`src/rtl/video_timing_pkg.sv`:
```
// video_timing_pkg: 720p timing constants, colour-bar table and pattern enum
package video_timing_pkg;

  localparam int H_ACTIVE_720P = 1280;
  localparam int H_FP_720P     = 110;
  localparam int H_SYNC_720P   = 40;
  localparam int H_BP_720P     = 220;
  localparam int V_ACTIVE_720P = 720;
  localparam int V_FP_720P     = 5;
  localparam int V_SYNC_720P   = 5;
  localparam int V_BP_720P     = 20;

  // Counters are kept this wide so the gradient pattern can always index h[10:3] / v[9:2]
  localparam int CNT_W = 16;

  typedef enum logic [1:0] {PAT_BARS, PAT_GRID, PAT_GRAD, PAT_RED} pattern_e;

  // Colour bars left to right, packed {R,G,B}
  localparam logic [23:0] BAR_RGB [8] = '{
    24'hFFFFFF, 24'hFFFF00, 24'h00FFFF, 24'h00FF00,
    24'hFF00FF, 24'hFF0000, 24'h0000FF, 24'h000000
  };

  function automatic logic [3:0] pat_onehot(input pattern_e p);
    return 4'b0001 << p;
  endfunction

endpackage

```
`src/rtl/key_debounce.sv`:
```
// key_debounce: 2-flop synchroniser plus level debouncer emitting a one-cycle press pulse
module key_debounce #(
  parameter int DEBOUNCE_CYCLES = 742500
) (
  input  logic pix_clk,
  input  logic rst_n,
  input  logic key_n,
  output logic press
);

  localparam int CW = $clog2(DEBOUNCE_CYCLES + 1);
  localparam logic [CW-1:0] LAST = CW'(DEBOUNCE_CYCLES - 1);

  logic [1:0]    sync;
  logic          level;
  logic [CW-1:0] cnt;
  logic          hit;

  // Accept the new level on the last of DEBOUNCE_CYCLES consecutive differing samples
  always_comb hit = sync[1] != level && cnt == LAST;

  // Synchroniser, idles high like the released key
  always_ff @(posedge pix_clk or negedge rst_n)
    if (!rst_n) sync <= 2'b11;
    else sync <= {sync[0], key_n};

  // Debounce counter, accepted level and press pulse on an accepted 1->0
  always_ff @(posedge pix_clk or negedge rst_n)
    if (!rst_n) begin
      level <= 1'b1;
      cnt   <= '0;
      press <= 1'b0;
    end else begin
      cnt   <= (sync[1] == level || hit) ? '0 : cnt + CW'(1);
      level <= hit ? sync[1] : level;
      press <= hit && !sync[1];
    end

endmodule

```
`src/rtl/video_timing_pattern_gen.sv`:
```
// video_timing_pattern_gen: raster timing with four selectable test patterns
module video_timing_pattern_gen
  import video_timing_pkg::*;
#(
  parameter int H_ACTIVE        = H_ACTIVE_720P,
  parameter int H_FP            = H_FP_720P,
  parameter int H_SYNC          = H_SYNC_720P,
  parameter int H_BP            = H_BP_720P,
  parameter int V_ACTIVE        = V_ACTIVE_720P,
  parameter int V_FP            = V_FP_720P,
  parameter int V_SYNC          = V_SYNC_720P,
  parameter int V_BP            = V_BP_720P,
  parameter int DEBOUNCE_CYCLES = 742500
) (
  input  logic       pix_clk,
  input  logic       rst_n,
  input  logic       turn_mode,
  output logic [7:0] VGA_R,
  output logic [7:0] VGA_G,
  output logic [7:0] VGA_B,
  output logic       VGA_HS,
  output logic       VGA_VS,
  output logic       VGA_DE,
  output logic [3:0] mode
);

  localparam int H_TOTAL = H_ACTIVE + H_FP + H_SYNC + H_BP;
  localparam int V_TOTAL = V_ACTIVE + V_FP + V_SYNC + V_BP;
  localparam int BAR_W   = H_ACTIVE / 8;
  localparam logic [CNT_W-1:0] H_LAST = CNT_W'(H_TOTAL - 1);
  localparam logic [CNT_W-1:0] V_LAST = CNT_W'(V_TOTAL - 1);
  localparam logic [CNT_W-1:0] H_ACT  = CNT_W'(H_ACTIVE);
  localparam logic [CNT_W-1:0] V_ACT  = CNT_W'(V_ACTIVE);
  localparam logic [CNT_W-1:0] HS_ON  = CNT_W'(H_ACTIVE + H_FP);
  localparam logic [CNT_W-1:0] HS_OFF = CNT_W'(H_ACTIVE + H_FP + H_SYNC);
  localparam logic [CNT_W-1:0] VS_ON  = CNT_W'(V_ACTIVE + V_FP);
  localparam logic [CNT_W-1:0] VS_OFF = CNT_W'(V_ACTIVE + V_FP + V_SYNC);

  logic [CNT_W-1:0] h_cnt, v_cnt;
  logic             press, pending, frame_start, advance, active;
  pattern_e         pat, pat_nx, pat_px;
  logic [2:0]       bar;
  logic [23:0]      pix, rgb_nx;

  key_debounce #(.DEBOUNCE_CYCLES(DEBOUNCE_CYCLES)) u_key (
    .pix_clk(pix_clk),
    .rst_n  (rst_n),
    .key_n  (turn_mode),
    .press  (press)
  );

  // Pixel for the current counter value; a switching frame uses the new pattern from its first pixel
  always_comb begin
    frame_start = h_cnt == '0 && v_cnt == '0;
    advance     = frame_start && pending;
    pat_nx      = pattern_e'(pat + 2'd1);
    pat_px      = advance ? pat_nx : pat;
    active      = h_cnt < H_ACT && v_cnt < V_ACT;
    bar         = '0;
    for (int i = 1; i < 8; i++)
      if (h_cnt >= CNT_W'(i * BAR_W)) bar = 3'(i);
    pix = pat_px == PAT_BARS ? BAR_RGB[bar] :
          pat_px == PAT_GRID ? ((h_cnt[4:0] == '0 || v_cnt[4:0] == '0) ? 24'hFFFFFF : 24'h000000) :
          pat_px == PAT_GRAD ? {h_cnt[10:3], v_cnt[9:2], 8'h80} :
                               24'hFF0000;
    rgb_nx = active ? pix : 24'h000000;
  end

  // Horizontal and vertical raster counters
  always_ff @(posedge pix_clk or negedge rst_n)
    if (!rst_n) begin
      h_cnt <= '0;
      v_cnt <= '0;
    end else begin
      h_cnt <= h_cnt == H_LAST ? '0 : h_cnt + CNT_W'(1);
      if (h_cnt == H_LAST) v_cnt <= v_cnt == V_LAST ? '0 : v_cnt + CNT_W'(1);
    end

  // Presses collect in a pending flag that is consumed only at frame start
  always_ff @(posedge pix_clk or negedge rst_n)
    if (!rst_n) begin
      pat     <= PAT_BARS;
      mode    <= 4'b0001;
      pending <= 1'b0;
    end else begin
      pending <= press || (pending && !frame_start);
      if (advance) begin
        pat  <= pat_nx;
        mode <= pat_onehot(pat_nx);
      end
    end

  // Registered video outputs, all one cycle behind the counters
  always_ff @(posedge pix_clk or negedge rst_n)
    if (!rst_n) begin
      {VGA_R, VGA_G, VGA_B} <= '0;
      VGA_HS <= 1'b0;
      VGA_VS <= 1'b0;
      VGA_DE <= 1'b0;
    end else begin
      {VGA_R, VGA_G, VGA_B} <= rgb_nx;
      VGA_HS <= h_cnt >= HS_ON && h_cnt < HS_OFF;
      VGA_VS <= v_cnt >= VS_ON && v_cnt < VS_OFF;
      VGA_DE <= active;
    end

endmodule

```
`config.mk`:
```
export PLATFORM = sky130hd
export DESIGN_NAME = video_timing_pattern_gen
export DESIGN_NICKNAME = d
export VERILOG_FILES = /design/src/rtl/video_timing_pkg.sv /design/src/rtl/key_debounce.sv /design/src/rtl/video_timing_pattern_gen.sv
export SDC_FILE = /design/constraint.sdc
export NUM_CORES = 1
export LEC_CHECK = 0
export BUFFER_PORTS_ARGS = -buffer_cell sky130_fd_sc_hd__buf_2
export CAP_MARGIN = 20
export CORE_UTILIZATION = 60
export DETAILED_ROUTE_END_ITERATION = 6
export PLACE_DENSITY = 0.8
export SETUP_SLACK_MARGIN = 0.05
export SYNTH_ARGS = -nofsm -noshare
export SYNTH_HDL_FRONTEND = slang
export SYNTH_SLANG_ARGS = --single-unit
```
`constraint.sdc`:
```
create_clock -name pix_clk -period 2.4 [get_ports pix_clk]
set_input_delay 0.36 -clock pix_clk [delete_from_list [all_inputs] [get_ports pix_clk]]
set_output_delay 0.36 -clock pix_clk [all_outputs]
set_load 0.02 [all_outputs]
```
==> impl_metrics.csv <==
group,metric,value,unit
detailed_routing,wl_per_cell,16.7,um
power_and_ir_drop,clkPwrFrac,41.4,%
run_status,status,"complete, no violations",
floorplan,die_h,87.7,um
cts,cts_tree,"done",
final_layout,syn2layout_area_growth,18.3,%
sta,worst_pin_slew,0.665,ns
power_and_ir_drop,intPower,1.92,mW
detailed_routing,ant_nets,0,
hold_path,hp-class,"input port to flip-flop",
detailed_routing,drc,0,
placed_design,place_congestion,0.880,
detailed_routing,num_vias,3633,
critical_path,crit_fanout,12,
grt,grt_pass1_vias,3333,
logic_synthesis,synth_top_area_cell,"dfrtp_1",
logic_synthesis,yosys-top-cells-count,"80 x dfrtp_1, 38 x nand2_1, 35 x nor2_1, 23 x xnor2_1",
final_layout,antenna_cells,0,
grt,grt_use_total,26.9,%
logic_synthesis,netlist_top_cells_area,"dfrtp_1 45%, xnor2_1 4.6%, nor4b_1 3.6%",
final_layout,design_area,5220,um^2
final_layout,drive_gt1_share,24.1,%
placed_design,place_hpwl,6480,um
logic_synthesis,seq_area_frac_synth,47.8,%
detailed_routing,drtPass1Iterations,5,
logic_synthesis,ys.flop_type,"dfrtp_1",
power_and_ir_drop,switching_share,23.6,%
floorplan,die_x,87.7,um
sta,fmax,432,MHz
sta,post-route-period-util,96.5,%
logic_synthesis,synth_top_area_share,45.4,%
logic_synthesis,ys_warn_count,0,
grt,gr-total-overflow,0,
logic_synthesis,synth-seq-cells,84,
sta,setup_slack,0.0834,ns
floorplan,io_pins,34,
critical_path,cp-start-kind,"flip-flop",
grt,antenna_found_initial,0,
power_and_ir_drop,combPwrFrac,1.8,%
flow_run,drv_cap,0,
critical_path,cp_data_required_time,2.65,ns
floorplan,start_util,63.5,%
critical_path,cp-end-kind,"flip-flop",
final_layout,nNetsFinal,516,
placed_design,placed_cell_area,4800,um^2
cts,insertion_delay,0.37,ns
logic_synthesis,synth-async-reset-ratio,100,%
power_and_ir_drop,p_per_area,482,nW/um^2
placed_design,dp_slack,0.0161,ns
detailed_routing,via_per_inst,6.03,
logic_synthesis,synth_nets,462,
cts,clkSinkCount,84,
cts,cts_max_path_buffers,2,
logic_synthesis,synthCells,447,
sta,finalMaxSlewViolations,0,
floorplan,rows,30,
sta,slew_headroom,55.5,%
detailed_routing,drt-initial-drc-count,273,
sta,finalSetupViolations,0,
sta,hold_viol,0,
detailed_routing,wirelength,10100,um
sta,period_minus_slack,2.32,ns
cts,path_clk_slew,0.09,ns
sta,clock_skew,0.0172,ns
power_and_ir_drop,p_leak,2.23,nW
grt,grt_max_degree,46,
power_and_ir_drop,p_sw,0.592,mW
logic_synthesis,synth-edff-count,0,
logic_synthesis,synth_most_common_cell,"dfrtp_1",
floorplan,dieArea,7700,um^2
critical_path,critPathKind,"flip-flop to flip-flop",
power_and_ir_drop,seqPwrFrac,56.7,%
power_and_ir_drop,peakVddDrop,0.000312,V
cts,cts_root_buffer,"clkbuf_8",
logic_synthesis,syn_avg_cell_area,9.86,um^2
logic_synthesis,ys_types,57,
cts,cts_htree_levels,3,
grt,grt_pass1_wl,15800,um
final_layout,fillers,457,
critical_path,arrival,2.56,ns
floorplan,core,6940,um^2
logic_synthesis,syn_area,4410,um^2
cts,cts_made_buffers,9,
placed_design,port_buffers,33,
==> stage by stage <==
step / TNS, ns / std cells / power (mW) / utilization (%) / hold WS (ns)
2_1_floorplan: 0 / 447 / 1.46 / - / 0.0644
3_3_place_gp: 0 / 575 / 1.50 / 69.1 / 0.354
3_5_place_dp: 0 / 575 / 1.50 / 69.1 / 0.359
4_1_cts: 0 / 592 / 2.53 / 72.3 / 0.0722
5_1_grt: -0.00714 / 602 / 2.60 / 75.1 / 0.0647
6_report: 0 / 602 / 2.51 / 75.1 / 0.0855
==> kinds of logic after synthesis <==
family	Yosys count	synth area share (%)
AOI/OAI and AO/OA	49	7.49
xor gates and xnor gates	39	7.75
adders and majority gates	13	3.63
buffers and inverters	42	4.23
DFF	84	47.8
muxes	3	0.738
and+or+nand+nor	217	28.4
==> final timing paths <==
| kind | from | to | slack (ns) | depth (start not counted) |
|---|---|---|---|---|
| min in group asynchronous | rst_n | h_cnt[13] | 0.52 | 2 |
| min reg2reg | u_key.sync[0] | u_key.sync[1] | 0.38 | 0 |
| max in group asynchronous | rst_n | u_key.level | 1.21 | 3 |
| max | v_cnt[1] | VGA_R[6] | 0.08 | 10 |
| min | turn_mode | u_key.sync[0] | 0.09 | 1 |
| max reg2reg | v_cnt[1] | VGA_R[6] | 0.08 | 10 |
==> critical path, stage by stage (launching register included) <==
cell,delay (ns)
dfrtp_1,0.40
inv_2,0.09
ha_4,0.13
nor4b_4,0.25
nand4_1,0.23
buf_6,0.19
buf_4,0.13
nor3_4,0.16
buf_4,0.22
nor4_1,0.06
nor4b_1,0.32
==> flip-flops by register name, summed over array words and instances (netlist names), 4 cells and up <==
name / flops
VGA_G: 8
u_key.cnt: 20
VGA_R: 8
h_cnt: 16
v_cnt: 16
mode: 4
==> final cells by class <==
type                    instances  area (um^2)  area share (%)
clock buffers                  10          128            2.45
clock inverters                 6         71.3            1.37
inverters                       9         33.8           0.647
multi-input cells             322         2260            43.2
flip-flops and latches         84         2110            40.4
well taps                      96          120            2.30
repair buffers                 75          502            9.62
==> per-layer routing <==
metal	wire length [um]	vias to the layer above	GRT usage, %
met5	0	-	0
met4	278	0	9.09
met3	529	27	6.69
met2	5010	138	43.4
met1	4250	1759	35.4
li1	-	1709	-
==> what timing repair did <==
item,in CTS,in global routing
endpoints found under the setup margin,10,18
hold endpoints to repair,38,0
buffers inserted,0,9
cloned,0,1
hold buffers,1,0
pin swaps,0,10
gates resized for setup,2,21
==> placed cells by master, fill, tap and decap left out, drive strengths merged, types with 16 or more instances in the layout <==
master,instances
buf,74
dfrtp,80
nand2,38
nand3,21
nor2,36
nor3,21
nor4b,20
o21ai,18
xnor2,23
xor2,16
==> power by group through the flow <==
| stage | Sequential, mW | Combinational [mW] | Clock, mW |
|---|---|---|---|
| 6_report | 1.43 | 0.0465 | 1.04 |
| 5_1_grt | 1.43 | 0.0548 | 1.12 |
| 4_1_cts | 1.43 | 0.0485 | 1.05 |
| 3_5_place_dp | 1.45 | 0.0471 | 0 |
| 3_3_place_gp | 1.45 | 0.0454 | 0 |
| 2_1_floorplan | 1.45 | 0.0106 | 0 |
No activity file was read; power rests on OpenSTA's default activity.
